$ cat src/rtl/ndata_serializer_pkg.sv
// Shared helpers for wide-to-narrow stream serialization: lane index width,
// lowest-set-lane priority encoding and the "at most one lane left" test.
package ndata_serializer_pkg;

  // Widest lane mask the helper functions handle; callers zero-extend.
  localparam int MAX_LANES = 32;

  // Index width for a lane count, never narrower than one bit.
  function automatic int idxWidth(input int numLanes);
    return (numLanes > 1) ? $clog2(numLanes) : 1;
  endfunction

  // Index of the lowest set bit, or 0 when the vector is empty.
  function automatic int lowestOneIdx(input logic [MAX_LANES-1:0] vec);
    int idx;
    idx = 0;
    for (int i = MAX_LANES - 1; i >= 0; i--) begin
      if (vec[i]) idx = i;
    end
    return idx;
  endfunction

  // True when zero or one bit is set, i.e. the element shown is the final one.
  function automatic logic atMostOneSet(input logic [MAX_LANES-1:0] vec);
    return (vec & (vec - MAX_LANES'(1))) == '0;
  endfunction

endpackage

$ cat src/rtl/ndata_serializer.sv
// Serializes a wide multi-lane beat into one element per output beat,
// skipping lanes whose keep bit is clear, in ascending lane order.
module ndata_serializer
  import ndata_serializer_pkg::*;
#(
  parameter int DATA_WIDTH   = 32,
  parameter int NUM_ELEMENTS = 4
) (
  input  logic                               clk,
  input  logic                               rst,
  input  logic [NUM_ELEMENTS*DATA_WIDTH-1:0] inData_i,
  input  logic [NUM_ELEMENTS-1:0]            inKeep_i,
  input  logic                               inLast_i,
  input  logic                               inValid_i,
  output logic                               inReady_o,
  output logic [DATA_WIDTH-1:0]              outData_o,
  output logic                               outKeep_o,
  output logic                               outLast_o,
  output logic                               outValid_o,
  input  logic                               outReady_i
);

  localparam int IDX_W = idxWidth(NUM_ELEMENTS);

  logic [NUM_ELEMENTS-1:0][DATA_WIDTH-1:0] bufData_q, bufData_d;
  logic [NUM_ELEMENTS-1:0]                 remMask_q, remMask_d;
  logic                                    bufLast_q, bufLast_d;
  logic                                    bufValid_q, bufValid_d;

  logic [MAX_LANES-1:0] remWide;
  logic [IDX_W-1:0]     lowIdx;
  logic                 finalElem;
  logic                 outFire;
  logic                 inFire;
  logic                 loadBeat;

  assign remWide   = MAX_LANES'(remMask_q);
  assign lowIdx    = IDX_W'(lowestOneIdx(remWide));
  assign finalElem = atMostOneSet(remWide);

  assign outValid_o = bufValid_q;
  assign outKeep_o  = |remMask_q;
  assign outLast_o  = bufLast_q && finalElem;

  // The next beat may enter in the same cycle the held beat's final element leaves.
  assign inReady_o = !bufValid_q || (outReady_i && finalElem);
  assign outFire   = bufValid_q && outReady_i;
  assign inFire    = inValid_i && inReady_o;
  assign loadBeat  = inFire && ((|inKeep_i) || inLast_i);

  // Present the lowest still-pending lane of the held beat.
  always_comb begin
    outData_o = bufData_q[0];
    for (int i = 0; i < NUM_ELEMENTS; i++) begin
      if (i == int'(lowIdx)) outData_o = bufData_q[i];
    end
  end

  // Retire the emitted lane, then let a newly accepted beat overwrite the buffer.
  always_comb begin
    bufData_d  = bufData_q;
    remMask_d  = remMask_q;
    bufLast_d  = bufLast_q;
    bufValid_d = bufValid_q;
    if (outFire) begin
      remMask_d = remMask_q & (remMask_q - NUM_ELEMENTS'(1));
      if (finalElem) bufValid_d = 1'b0;
    end
    if (loadBeat) begin
      bufData_d  = inData_i;
      remMask_d  = inKeep_i;
      bufLast_d  = inLast_i;
      bufValid_d = 1'b1;
    end
  end

  // Buffer registers; reset drops any partly emitted beat.
  always_ff @(posedge clk or posedge rst) begin
    if (rst) begin
      bufData_q  <= '0;
      remMask_q  <= '0;
      bufLast_q  <= 1'b0;
      bufValid_q <= 1'b0;
    end else begin
      bufData_q  <= bufData_d;
      remMask_q  <= remMask_d;
      bufLast_q  <= bufLast_d;
      bufValid_q <= bufValid_d;
    end
  end

endmodule

$ cat config.mk
export PLATFORM = sky130hd
export DESIGN_NAME = ndata_serializer
export DESIGN_NICKNAME = d
export VERILOG_FILES = /design/src/rtl/ndata_serializer_pkg.sv /design/src/rtl/ndata_serializer.sv
export SDC_FILE = /design/constraint.sdc
export NUM_CORES = 1
export LEC_CHECK = 0
export ABC_CLOCK_PERIOD_IN_PS = 4800
export CORE_ASPECT_RATIO = 1.5
export CORE_MARGIN = 2
export CORE_UTILIZATION = 45
export CTS_BUF_LIST = sky130_fd_sc_hd__clkbuf_4
export DETAILED_ROUTE_END_ITERATION = 6
export PLACE_DENSITY_LB_ADDON = 0.3
export REMOVE_ABC_BUFFERS = 1
export SYNTH_ARGS = -nofsm -noshare
export SYNTH_HDL_FRONTEND = slang
export SYNTH_SLANG_ARGS = --single-unit
$ cat constraint.sdc
create_clock -name clk -period 4.8 [get_ports clk]
set_clock_uncertainty 0.05 [all_clocks]
set_input_delay 0.96 -clock clk [delete_from_list [all_inputs] [get_ports clk]]
set_output_delay 0.96 -clock clk [all_outputs]
set_load 0.005 [all_outputs]
After elaboration in Yosys (flattened, before gate mapping)
Index checks and enable logic that the tools add are counted.

storage, ports and cells
  flip-flop bits (word level) = 134
  bits of input ports = 137
  output and inout port bits = 36

operators by class
  $add $sub $neg = 2
  equal/unequal tests = 3
  multiplexer cells = 12
  bitwise operators = 2
  reduce and logical (&&, ||, !) cells = 14

operators by type and width
  kind                                              number
  2-to-1 mux 32 bit                                 3
  bitwise AND 4 x 32 -> 32 bit                      1
  zero test 32 bit                                  1
  2-to-1 mux 2 bit                                  4
  2-to-1 mux 4 bit                                  2
  OR reduction 4 bit                                2
  logical AND 1 bit                                 5
  subtractor 4 x 1 -> 5 bit, second input constant  1
  bitwise AND 4 bit                                 1
  == test 2 bit, first input constant               2
  nonzero test 2 bit                                2
  subtractor 4 x 1 -> 4 bit, second input constant  1
  2-to-1 mux 1 bit                                  3
  == test 1 x 2 -> 1 bit, first input constant      1
  logical OR 1 bit                                  2
  AND reduction 2 bit                               1
  zero test 1 bit                                   1

Depth between registers and ports, before layout
Gate-level depths: netlist of run 1.

  depth in word-level cells = 9
  mapped depth = 7

Worst setup path before layout of run 1
OpenSTA, ideal clock, no wires.

  path kind = input to register
  start point = input outReady_i
  end point = register bufData_q[109] (netlist name)
  setup time = 127 ps
  arrival = 2493 ps
  path slack = 2129 ps
  cell stages on the path = 7
  path buffers = 3
  cell sequence = or4b_1 o2111ai_2 nor2b_1 buf_2 buf_8 buf_6 mux2_1

on the way
  word-level cells in the longest chain between the ends = 4

RTL lines
  what                  line                    RTL
  start, declared       ndata_serializer.sv:20  input logic outReady_i
  logical AND 1 bit     ndata_serializer.sv:46  assign inReady_o = !bufValid_q || (outReady_i && finalElem);
  logical OR 1 bit      ndata_serializer.sv:46
  named net inReady_o   ndata_serializer.sv:15  output logic inReady_o,
  logical AND 1 bit     ndata_serializer.sv:48  assign inFire = inValid_i && inReady_o;
  logical AND 1 bit     ndata_serializer.sv:49  assign loadBeat = inFire && ((|inKeep_i) || inLast_i);
  end signal, assigned  ndata_serializer.sv:85  bufData_q <= bufData_d;
  end, declared         ndata_serializer.sv:25  logic [NUM_ELEMENTS-1:0][DATA_WIDTH-1:0] bufData_q, bufData_d;

The timed path passes the listed nets, and every way through them passes these cells.
A chain may end at the register's enable or synchronous reset.

Final worst setup path of run 1
  start point = register remMask_q[1]
  end point = output outData_o[10]

on the way
  word-level cells in the longest chain between the ends = 6
  elaborated cells between the ends (all ways) = 8

RTL lines
  what                                line                        RTL
  start, declared                     ndata_serializer.sv:26      logic [NUM_ELEMENTS-1:0] remMask_q, remMask_d;
  start signal, assigned              ndata_serializer.sv:86      remMask_q <= remMask_d;
  2-to-1 mux 2 bit (*) (2 in series)  ndata_serializer_pkg.sv:18  if (vec[i]) idx = i;
  == test 2 bit                       ndata_serializer.sv:55      if (i == int'(lowIdx)) outData_o = bufData_q[i];
  2-to-1 mux 32 bit (2 in series)     ndata_serializer.sv:55
  2-to-1 mux 32 bit (*)               ndata_serializer.sv:55
  end, declared                       ndata_serializer.sv:16      output logic [DATA_WIDTH-1:0] outData_o,

Mark *: on every way between the ends. The rest lies on a longest branch, timed or not.

==> flow_summary.yaml, run 1 <==
timing:
  finalCritPeriodShare: 0.884
  min_period_ps: 4240
  relSlewSlack: 0.356
  tightest_slew_ps: 964
  rsz0062_at_grt: "false"
  setup_viol: 0
  fmax_mhz: 236
  maxSlewViolCount: 0
  hold_violations: 0
setup_path:
  path_cells: "nor2b_4 > a22oi_1 > a2bb2oi_1 > a21oi_1 > clkdlybuf4s50_1"
  slowest_stage: "nor2b_4"
  start_kind: "flop"
  path_max_fanout: 41
  worstPathRequired_ps: 3790
  critPathCaptureType: "primary output"
  r2r-start: "remMask_q[0]"
  r2r_cells: 6
  cp_data_arrival_time_ps: 3230
  critPathLaunch: "remMask_q[1]"
  reg2reg_slack_ps: 1790
  criticalPathCategory: "flop to primary output"
  slowest_delay_ps: 880
cts:
  cts_buffer_depth: 2
  cts_resized: 0
  htreeDepth: 4
  cts_buffers: 17
  cts_root_buf: "clkbuf_4"
  cts_tree: "built"
  clkTransAtPathRegs_ps: 100
  cts_sinks: 134
  cts_setup_buffers: 0
  postCtsHoldBufs: 0
  clk_latency_ps: 500
synth:
  syn_inst: 461
  synth_cell_type_count: 28
  synthesis.area_mm2: 0.00605
  syn_avg_cell_area_um2: 13.1
  synth_warnings: 0
  ys_seq_area_frac: 0.554
  synth.ff_latch_count: 134
detailed_routing:
  drtIter0Drc: 109
  viasPerCell: 5.42
  wirelength_um: 14900
  drt-pass1-iter-count: 7
  ant_nets: 0
  vias: 4310
  routedWlPerCell_um: 18.8
  route.detailed.drc: 0
final_layout:
  stdcell_count: 795
  final_cell_mix: "clkdlybuf4s50_1 (172), dfrtp_1 (133), mux2_1 (76)"
  fin_nets: 759
  area_growth_pct: 33.9
  final_common_cell: "clkdlybuf4s50_1"
  drive_gt1_frac: 0.146
global_route:
  grt_pass1_vias: 4842
  grt.overflow.total: 0
  grt_max_degree: 79
  antenna_found_initial: 1
  grt_pass1_wl_um: 24200
  grt.total_usage: 0.214
die:
  coreArea_mm2: 0.0131
  die-area_mm2: 0.0144
  dieWidth_um: 98.7
  pin_count: 173
  initial_utilization: 0.462
  die_h_um: 146
  rows: 51
run_status:
  status: "finished clean"
min_path:
  hp-class: "flop to flop"
  min_from: "bufData_q[50]"
  whs_path_depth: 1
place:
  gp_congestion: 0.790
  dp.final_hpwl_um: 10100
  dp.cells: 762
  io_buffers: 172
power:
  power.leakage_uw: 0.00332
  p_per_area_mw_per_mm2: 661
  irDropWorstVdd_uv: 415
  p_total_uw: 5350
flow_run:
  cap_violations: 0
==> cells by family (layout without fill, tap and decap cells) <==
kind of cell | Yosys count | after routing | share of synthesized area
flops | 134 | 134 | 0.554
mux | 128 | 128 | 0.238
compound gates | 108 | 108 | 0.126
simple gates | 52 | 52 | 0.0379
buf+inv | 39 | 213 | 0.0436
other cells | 0 | 1 | 0
==> cell usage after synthesis <==
cell / count / area (µm²)
o21ai_0: 5 / 25.0
nor2b_1: 2 / 12.5
nand2b_1: 1 / 6.26
mux2_1: 76 / 856
buf_2: 1 / 5.00
a21oi_1: 33 / 165
o31ai_1: 1 / 7.51
inv_1: 3 / 11.3
buf_8: 8 / 120
nand3_1: 6 / 30.0
nor2_1: 33 / 124
buf_4: 5 / 37.5
a211o_1: 1 / 8.76
clkbuf_1: 20 / 75.1
nor3_1: 2 / 10.0
dfrtp_1: 134 / 3350
o21ai_1: 1 / 5.00
or4b_1: 2 / 20.0
or4_1: 1 / 7.51
mux2_2: 52 / 586
buf_6: 1 / 11.3
o21bai_1: 1 / 7.51
o211ai_1: 1 / 7.51
a22oi_1: 32 / 240
buf_1: 1 / 3.75
a2bb2oi_1: 32 / 280
o2111ai_2: 1 / 15.0
nand2_1: 5 / 18.8
==> layout make-up <==
cell class / count / area (µm²)
Timing Repair Buffer: 178 / 1800
Clock buffer: 17 / 128
Antenna cell: 1 / 2.50
Clock inverter: 15 / 138
Multi-Input combinational cell: 288 / 2460
Sequential cell: 134 / 3350
Fill cell: 1047 / 4980
Inverter: 3 / 13.8
Tap cell: 159 / 199
==> report_power, final <==
part	total (µW)	switching [µW]	internal (µW)
Sequential	2080	375	1700
Clock	714	412	302
Combinational	2570	1020	1550
==> through the flow <==
stage	setup TNS (ps)	cell area (µm²)	utilization	hold WS [ps]	worst slack (ps)
after floorplan	-463030	5800	-	409	-3670
after global placement	0	7830	0.599	418	1070
after detailed placement	0	7830	0.599	426	1010
after CTS	0	8100	0.619	450	462
after global routing	0	8100	0.619	464	279
final	0	8100	0.619	446	558
==> registers in the layout (all words and copies together), names as in the netlist <==
register	flops
outValid_o	1
bufData_q	128
bufLast_q	1
remMask_q	4
==> worst paths after layout <==
path                            endpoint
max in group asynchronous  bufData_q[33]
hold reg to reg            bufData_q[50]
setup / recovery           outData_o[10]
min in group asynchronous  bufData_q[34]
hold / removal             bufData_q[50]
setup reg to reg           bufData_q[23]
==> worst max-delay path, delay by kind of cell, from the launching register on <==
family	cells	cell delay, ps
flops	1	750
compound gates	3	560
simple gates	1	880
buf+inv	1	530
==> routing by layer <==
metal  share of wire  wire (µm)  GRT usage
met1            0.38       5700      0.240
met2            0.55       8190      0.387
met3           0.047        707     0.0509
met4           0.021        312     0.0822
met5               0          0          0
Note: power is estimated with default switching activity, not from simulation.
==> run 2, diff against run 1 <==
Settings changed: CTS_CLUSTER_DIAMETER set to 80.
==> results of run 2 <==
Same layout as run 1: the final DEF is identical, and so are final timing and power.
